--- src/rtl/mvm_pkg.sv ---
// Shared definitions for the MVM NoC receive path: user-field layout, op codes
// and the saturating error-count helper.
package mvm_pkg;

  typedef enum logic [1:0] {
    OP_INST   = 2'd0,
    OP_INPUT  = 2'd1,
    OP_RSVD   = 2'd2,
    OP_WEIGHT = 2'd3
  } op_e;

  localparam int ADDR_LSB = 0;
  localparam int ADDR_W   = 9;
  localparam int OP_LSB   = 9;
  localparam int OP_W     = 2;
  localparam int RFEN_LSB = 11;
  localparam int INST_W   = 32;
  localparam int ERR_W    = 16;

  localparam logic [ERR_W-1:0] ERR_MAX = '1;

  function automatic logic [ERR_W-1:0] sat_inc(input logic [ERR_W-1:0] v);
    return (v == ERR_MAX) ? v : v + ERR_W'(1);
  endfunction

endpackage

--- src/rtl/mvm_rx_fifo.sv ---
// Show-ahead FIFO for input vectors; head entry is visible whenever not empty.
module mvm_rx_fifo #(
  parameter int WIDTH = 513,
  parameter int DEPTH = 4
) (
  input  logic             clk,
  input  logic             rst_n,
  input  logic             push,
  input  logic [WIDTH-1:0] push_data,
  input  logic             pop,
  output logic [WIDTH-1:0] head_data,
  output logic             full,
  output logic             empty
);

  localparam int AW = (DEPTH > 1) ? $clog2(DEPTH) : 1;

  logic [WIDTH-1:0] mem [DEPTH];
  logic [AW-1:0]    wr_ptr;
  logic [AW-1:0]    rd_ptr;
  logic [AW:0]      count;
  logic             do_push;
  logic             do_pop;

  assign full      = (count == (AW+1)'(DEPTH));
  assign empty     = (count == '0);
  assign do_push   = push & ~full;
  assign do_pop    = pop & ~empty;
  assign head_data = mem[rd_ptr];

  always_ff @(posedge clk) begin
    if (!rst_n) begin
      wr_ptr <= '0;
      rd_ptr <= '0;
      count  <= '0;
    end else begin
      if (do_push) wr_ptr <= wr_ptr + AW'(1);
      if (do_pop)  rd_ptr <= rd_ptr + AW'(1);
      case ({do_push, do_pop})
        2'b10:   count <= count + (AW+1)'(1);
        2'b01:   count <= count - (AW+1)'(1);
        default: count <= count;
      endcase
    end
  end

  // Storage carries no reset; validity is tracked entirely by count.
  always_ff @(posedge clk) begin
    if (do_push) mem[wr_ptr] <= push_data;
  end

endmodule

--- src/rtl/axis_mvm_rx_decoder.sv ---
// Decodes AXI-Stream beats from the NoC into instruction writes, one-hot weight
// register-file writes and a buffered input-vector stream.
module axis_mvm_rx_decoder
  import mvm_pkg::*;
#(
  parameter int DATAW         = 512,
  parameter int USERW         = 75,
  parameter int IDW           = 2,
  parameter int DESTW         = 4,
  parameter int DPES          = 64,
  parameter int IN_FIFO_DEPTH = 4
) (
  input  logic                   clk,
  input  logic                   rst_n,
  input  logic                   axis_rx_tvalid,
  output logic                   axis_rx_tready,
  input  logic [DATAW+USERW-1:0] axis_rx_tdata,
  input  logic                   axis_rx_tlast,
  input  logic [IDW-1:0]         axis_rx_tid,
  input  logic [DESTW-1:0]       axis_rx_tdest,
  output logic                   inst_wen,
  output logic [ADDR_W-1:0]      inst_waddr,
  output logic [INST_W-1:0]      inst_wdata,
  output logic [DPES-1:0]        rf_wen,
  output logic [ADDR_W-1:0]      rf_waddr,
  output logic [DATAW-1:0]       rf_wdata,
  output logic                   in_valid,
  input  logic                   in_ready,
  output logic [DATAW-1:0]       in_data,
  output logic                   in_last,
  output logic                   inst_load_done,
  output logic [ERR_W-1:0]       err_count
);

  logic [DATAW-1:0]  payload;
  logic [USERW-1:0]  user;
  logic [ADDR_W-1:0] addr;
  op_e               op;
  logic [DPES-1:0]   rf_en;
  logic              rf_onehot;

  logic              ready_q;
  logic              accept;
  logic              fifo_full;
  logic              fifo_empty;
  logic [ADDR_W-1:0] inst_ptr;

  logic              do_inst;
  logic              do_input;
  logic              do_weight;
  logic              do_drop;

  // Stream id/dest and any rf_en bits above DPES carry no meaning here.
  logic              unused_fields;
  assign unused_fields = ^{axis_rx_tid, axis_rx_tdest, user};

  assign payload   = axis_rx_tdata[DATAW-1:0];
  assign user      = axis_rx_tdata[DATAW+USERW-1:DATAW];
  assign addr      = user[ADDR_LSB +: ADDR_W];
  assign op        = op_e'(user[OP_LSB +: OP_W]);
  assign rf_en     = user[RFEN_LSB +: DPES];
  assign rf_onehot = $onehot(rf_en);

  // ready_q keeps tready low through reset and for the first cycle after it.
  always_ff @(posedge clk) begin
    if (!rst_n) ready_q <= 1'b0;
    else        ready_q <= 1'b1;
  end

  assign axis_rx_tready = ready_q & ~fifo_full;
  assign accept         = axis_rx_tvalid & axis_rx_tready;

  always_comb begin
    do_inst   = 1'b0;
    do_input  = 1'b0;
    do_weight = 1'b0;
    do_drop   = 1'b0;
    if (accept) begin
      case (op)
        OP_INST:   do_inst  = 1'b1;
        OP_INPUT:  do_input = 1'b1;
        OP_WEIGHT: begin
          if (rf_onehot) do_weight = 1'b1;
          else           do_drop   = 1'b1;
        end
        default:   do_drop  = 1'b1;
      endcase
    end
  end

  always_ff @(posedge clk) begin
    if (!rst_n) begin
      inst_wen       <= 1'b0;
      inst_load_done <= 1'b0;
      rf_wen         <= '0;
      inst_ptr       <= '0;
      err_count      <= '0;
    end else begin
      inst_wen       <= do_inst;
      inst_load_done <= do_inst & axis_rx_tlast;
      rf_wen         <= do_weight ? rf_en : '0;
      if (do_inst) inst_ptr <= axis_rx_tlast ? '0 : inst_ptr + ADDR_W'(1);
      if (do_drop) err_count <= sat_inc(err_count);
    end
  end

  // Write address/data are qualified by the enables, so they need no reset.
  always_ff @(posedge clk) begin
    if (do_inst) begin
      inst_waddr <= inst_ptr;
      inst_wdata <= payload[INST_W-1:0];
    end
    if (do_weight) begin
      rf_waddr <= addr;
      rf_wdata <= payload;
    end
  end

  mvm_rx_fifo #(
    .WIDTH (DATAW + 1),
    .DEPTH (IN_FIFO_DEPTH)
  ) u_in_fifo (
    .clk       (clk),
    .rst_n     (rst_n),
    .push      (do_input),
    .push_data ({axis_rx_tlast, payload}),
    .pop       (in_valid & in_ready),
    .head_data ({in_last, in_data}),
    .full      (fifo_full),
    .empty     (fifo_empty)
  );

  assign in_valid = ~fifo_empty;

endmodule

--- config.mk ---
export PLATFORM = sky130hd
export DESIGN_NAME = axis_mvm_rx_decoder
export DESIGN_NICKNAME = d
export VERILOG_FILES = /design/src/rtl/mvm_pkg.sv /design/src/rtl/mvm_rx_fifo.sv /design/src/rtl/axis_mvm_rx_decoder.sv
export SDC_FILE = /design/constraint.sdc
export NUM_CORES = 2
export LEC_CHECK = 0
export ABC_CLOCK_PERIOD_IN_PS = 67500
export BUFFER_PORTS_ARGS = -buffer_cell sky130_fd_sc_hd__clkbuf_2
export CORE_AREA = 2 2 682 684
export DETAILED_ROUTE_END_ITERATION = 8
export DIE_AREA = 0 0 684 686
export GPL_ROUTABILITY_DRIVEN = 0
export PLACE_DENSITY_LB_ADDON = 0.3
export SKIP_LAST_GASP = 1
export SLEW_MARGIN = 25
export SYNTH_ARGS = -nofsm -noshare
export SYNTH_HDL_FRONTEND = slang
export SYNTH_HIERARCHICAL = 1
export SYNTH_SLANG_ARGS = --single-unit
--- constraint.sdc ---
create_clock -name clk -period 67.5 [get_ports clk]
set_input_delay 13.5 -clock clk [delete_from_list [all_inputs] [get_ports clk]]
set_output_delay 13.5 -clock clk [all_outputs]
set_load 0.03 [all_outputs]
Word-level counts from Yosys, hierarchy flattened. Memories as Yosys holds them, arrays and structs flattened. A register that Yosys moved wholly into a read port is not among the register bits. Index checks and enable logic that the tools add are counted.

Register bits after elaboration: 661. Output and inout port bits: 1159. Memories kept: 1. Memory bits (writable): 2052. Logic and storage cells: 122. Input bits: 598.

$add $sub $neg: 69. Bitwise operators: 9. Mux-type cells: 17. Equal/unequal tests: 7. Reduce and logical (&&, ||, !) cells: 6.

Memories: u_in_fifo.mem (words 4, width 513, read ports 1, clocked after Yosys merged registers in 1, wr ports 1, RTL line mvm_rx_fifo.sv:18) `logic [WIDTH-1:0] mem [DEPTH];`.

Operators with widths (count): $add 1x1->2 (32); $add 2x2->3 (16); $add 3x3->4 (8); $add 4x4->5 (4); $add 16x1->16 const B (1); $eq 16x16->1 const B (1); $add 5x5->6 (2); $mux 1 (12); $add 9x1->9 const B (1); $mux 9 (1); $add 6x6->7 (1); $eq 7x1->1 const B (1); $and 1x1->1 (6); $pmux 3 s2 (1); $add 2x1->2 const B (2); $eq 2x1->1 const B (2); $eq 2x2->1 const B (2); $mux 2 (2); $reduce_and 2->1 (2); $add 3x1->3 const B (1); $eq 3x3->1 const B (1); $logic_not 3->1 (1); $not 1->1 (3); $sub 3x1->3 const B (1); 4 further kinds (4).

Logic depth before layout (Yosys ltp).
Word-level depth: 11. Mapped depth: 23. Gate-level depth less buffers: 22.

By module. The synthesis kept the hierarchy.

By module, submodules not included: mvm_rx_fifo (sequential area each 61799.3 um2, cells an instance 2733, area each 74540.2 um2, instances 1); axis_mvm_rx_decoder (sequential area each 18718.0 um2, cells an instance 1024, area each 21658.3 um2, instances 1).

Worst setup path before layout. No wires, ideal clock.

Kind: input to register. From: input port axis_rx_tdata[552]. To: register rf_waddr[0] (enable). Arrival time: 53.816 ns. Setup slack: 11.641 ns. Required time: 65.458 ns. Cell stages on the path: 20. Path through: fa_1 inv_1 fa_1 inv_1 fa_1 inv_1 fa_1 inv_1 fa_1 fa_1 inv_1 fa_1 fa_1 inv_1 ha_1 inv_1 fa_1 a211oi_2 mux2i_4 nor3_1.

Word-level cells in the longest chain between the ends: 10.

Ends and longest elaborated chain: from (decl) (RTL line axis_mvm_rx_decoder.sv:17) `input logic [DATAW+USERW-1:0] axis_rx_tdata,`; $add 1x1->2 (not written as such) (RTL line axis_mvm_rx_decoder.sv:62) `assign rf_onehot = $onehot(rf_en);`; $add 2x2->3 (not written as such) (RTL line axis_mvm_rx_decoder.sv:62); $add 3x3->4 (not written as such) (RTL line axis_mvm_rx_decoder.sv:62); $add 4x4->5 (not written as such) (RTL line axis_mvm_rx_decoder.sv:62); $add 5x5->6 (not written as such) (RTL line axis_mvm_rx_decoder.sv:62); $add 6x6->7 (not written as such) (RTL line axis_mvm_rx_decoder.sv:62); $eq 7x1->1 (RTL line axis_mvm_rx_decoder.sv:62); $mux 1 (RTL line axis_mvm_rx_decoder.sv:83) `if (rf_onehot) do_weight = 1'b1;`; $mux 1 (RTL line axis_mvm_rx_decoder.sv:79) `case (op)`; $mux 1 (RTL line axis_mvm_rx_decoder.sv:78) `if (accept) begin`; named net do_weight (RTL line axis_mvm_rx_decoder.sv:50) `logic do_weight;`; to (signal assigned) (RTL line axis_mvm_rx_decoder.sv:114) `rf_waddr <= addr;`; to (decl) (RTL line axis_mvm_rx_decoder.sv:25) `output logic [ADDR_W-1:0] rf_waddr,`.

The timed path passes the listed nets, and every way through them passes these cells. A chain may end at the register's enable or synchronous reset.

Worst setup path after layout.
From: input port axis_rx_tdata[552]. To: register rf_wdata[207] (enable).

Word-level cells in the longest chain between the ends: 10.

Ends and longest elaborated chain: $add 1x1->2 (not written as such) (RTL line axis_mvm_rx_decoder.sv:62); $add 2x2->3 (not written as such) (RTL line axis_mvm_rx_decoder.sv:62); $add 3x3->4 (not written as such) (RTL line axis_mvm_rx_decoder.sv:62); $add 4x4->5 (not written as such) (RTL line axis_mvm_rx_decoder.sv:62); $add 5x5->6 (not written as such) (RTL line axis_mvm_rx_decoder.sv:62); $add 6x6->7 (not written as such) (RTL line axis_mvm_rx_decoder.sv:62); $eq 7x1->1 (RTL line axis_mvm_rx_decoder.sv:62); $mux 1 (RTL line axis_mvm_rx_decoder.sv:83); $mux 1 (RTL line axis_mvm_rx_decoder.sv:79); $mux 1 (RTL line axis_mvm_rx_decoder.sv:78); named net do_weight (RTL line axis_mvm_rx_decoder.sv:50); to (signal assigned) (RTL line axis_mvm_rx_decoder.sv:115) `rf_wdata <= payload;`; to (decl) (RTL line axis_mvm_rx_decoder.sv:26) `output logic [DATAW-1:0] rf_wdata,`.

The timed path passes the listed nets, and every way through them passes these cells.

==> flow_metrics.env <==
export IMPL_layout_common_cells="edfxtp_1, clkbuf_2, mux4_2, clkbuf_16, inv_1"
export IMPL_place_ws_ns=44.22
export IMPL_max_slew_margin=0.204
export IMPL_wl_um=343000
export IMPL_clock_sinks=2715
export IMPL_critPathLaunchType="input pin"
export IMPL_outcome="finished, final reports clean"
export IMPL_p_per_area_nw_per_um2=31.9
export IMPL_port_buffers=1750
export IMPL_grt_max_degree=122
export IMPL_setup_viol=0
export IMPL_hold_path_class="flop to flop"
export IMPL_synth_area_per_cell_um2=25.6
export IMPL_wl_met2_um=174000
export IMPL_numCtsBuffers=308
export IMPL_nets=6440
export IMPL_fin_crit_ns=22.21
export IMPL_tritoncts="built"
export IMPL_clk_pin_slew_ns=0.06
export IMPL_flow_area_growth_from_synthesis_pct=27.0
export IMPL_gr_usage_all_layers=0.141
export IMPL_drive_above_1_share=0.461
export IMPL_peakVddDrop_v=0.0000630
export IMPL_wl_met3_um=30400
export IMPL_top_layer_used="met5"
export IMPL_synth_cells=3757
export IMPL_first_pass_iters=5
export IMPL_drv_cap=0
export IMPL_dp_hpwl_um=256000
export IMPL_dr_total_vias=48292
export IMPL_setup_tns_ns=0
export IMPL_cts_hold_buf=0
export IMPL_wl_per_cell_um=28.1
export IMPL_grt_pass1_wl_um=452000
export IMPL_fp_dieH_um=686
export IMPL_worstSetupEndpointType="flop"
export IMPL_final_common_cell="edfxtp_1"
export IMPL_drcViolationCount=0
export IMPL_fin_crit_sh=0.329
export IMPL_yosysTopAreaCellShare=0.816
export IMPL_crit_fanout=58
export IMPL_critPathKind="input pin to flop"
export IMPL_postCtsSetupRepairBufs=0
export IMPL_clock_skew_ns=0.0624
export IMPL_ys_warn_count=6
export IMPL_io_pins=1757
export IMPL_ys_seq_elements=2715
export IMPL_antenna_found_initial=120
export IMPL_p_leak_uw=0.0408
export IMPL_worst_slew_pin_slew_ns=1.19
export IMPL_slew_violations=0
export IMPL_ys_seq_area_frac=0.837
export IMPL_rows=250
export IMPL_rsz0062_at_grt="false"
export IMPL_root_buffer="clkbuf_16"
export IMPL_critPathArrivalTime_ns=22.75
export IMPL_clk_latency_ns=0.95
export IMPL_grt_pass1_vias=49588
export IMPL_clockBufferDepth=4
export IMPL_hold_viol=0
export IMPL_ant_nets=0
export IMPL_start_util=0.208
export IMPL_syn_nets=4432
export IMPL_die_x_um=684
export IMPL_wl_met1_um=124000
export IMPL_crit_required_ns=68.04
export IMPL_syn_cell_area_um2=96200
export IMPL_fin_total_pwr_uw=3900
export IMPL_core_area_um2=462000
export IMPL_synth_ff_type="edfxtp_1"
export IMPL_first_iter_violations=4076
export IMPL_cts_resized=0
export IMPL_synth_edf_count=2614
export IMPL_avgViaCountPerCell=3.95
export IMPL_yosysTopAreaCell="edfxtp_1"
export IMPL_fmax_mhz=45.0
export IMPL_yosys_top_cells_area="edfxtp_1, mux4_2, dfxtp_1, fa_1, buf_6"
export IMPL_cts_htree_levels=5
export IMPL_die_area_um2=469000
export IMPL_setup_slack_ns=45.29
export IMPL_synth_cell_types=53
export IMPL_overflow=0
export IMPL_synthArstFlopShare=0
-- registers in the layout, indices dropped and copies added, names as in the netlist, named ones only --
signal / count
u_in_fifo/wr_ptr: 2
err_count: 16
rf_waddr: 9
inst_wen: 1
rf_wdata: 512
u_in_fifo/mem: 2052
inst_ptr: 9
inst_load_done: 1
inst_wdata: 32
rf_wen: 64
ready_q: 1
inst_waddr: 9
u_in_fifo/count: 3
u_in_fifo/rd_ptr: 2
-- stage by stage --
stage	instances	area, um2	hold slack [ns]	util
6_report	12223	122000	0.421	0.264
3_5_place_dp	11628	112000	0.419	0.243
3_3_place_gp	11628	112000	0.423	0.243
2_1_floorplan	3757	96200	0.408	-
5_1_grt	12201	122000	0.436	0.264
4_1_cts	12191	122000	0.424	0.264
-- cells by family after synthesis --
family                   after synthesis  synth area share
XOR/XNOR                              10          0.000910
AO/OA/AOI/OAI                         43           0.00277
multiplexers                         518             0.121
buffers and inverters                227            0.0137
adder cells (fa/ha/maj)               77            0.0143
AND/OR/NAND/NOR                      167            0.0105
flip-flops                          2715             0.837
-- power breakdown --
group          leakage, uW  switching [uW]  total (uW)  internal, uW
clock network      0.00467             702        1610           911
logic               0.0118             262         396           134
registers           0.0243            12.2        1890          1880
-- cell type report --
cell class              count  area [um2]
fillers                 46502      340000
flip-flops and latches   2715       80500
multi-input cells         815       14400
repair buffers           1824        9410
clock buffers             380        8050
well taps                6174        7720
clock inverters           183        1630
inverters                 101         379
diodes                     31        77.6
-- layer usage --
metal  track usage  vias to the layer above
met3        0.0460                      554
li1              -                    19821
met1         0.158                    25864
met5             0                        -
met2         0.247                     2013
met4        0.0539                       40
-- critical path, cell delays in order --
cell and delay (ns):
clkbuf_2 0.14, fa_1 0.56, inv_1 0.05, fa_1 0.48, inv_1 0.06, fa_1 0.50
inv_1 0.05, fa_1 0.47, inv_1 0.05, fa_1 0.46, fa_1 0.51, inv_1 0.05
fa_1 0.50, fa_1 0.41, inv_1 0.07, ha_1 0.18, inv_1 0.06, fa_1 0.48
and4bb_1 0.21, nand4_2 0.32, nor3_2 0.20, buf_4 0.61, buf_4 0.56, buf_4 0.57
buf_4 0.71, buf_4 0.70
-- cells in the mapped netlist (all sizes together), types with 15 or more instances --
library cell / n
edfxtp: 2614
mux4: 513
buf: 111
dfxtp: 101
inv: 101
and2: 73
fa: 55
nand2: 26
ha: 22
o21ai: 19
nor2: 18
clkbuf: 15
-- path summary, 6_finish.rpt --
check	start	endpoint	slack, ns	cells after the start
min	inst_ptr[2]$_SDFFE_PN0P_	inst_waddr[2]$_DFFE_PP_	0.42	0
min reg2reg	inst_ptr[2]$_SDFFE_PN0P_	inst_waddr[2]$_DFFE_PP_	0.42	0
max	axis_rx_tdata[552]	rf_wdata[207]$_DFFE_PP_	45.29	26
max reg2reg	u_in_fifo/count[0]$_SDFFE_PN0P_	u_in_fifo/mem[1][509]$_DFFE_PP_	60.13	10
Note: power is estimated with default switching activity, not from simulation.
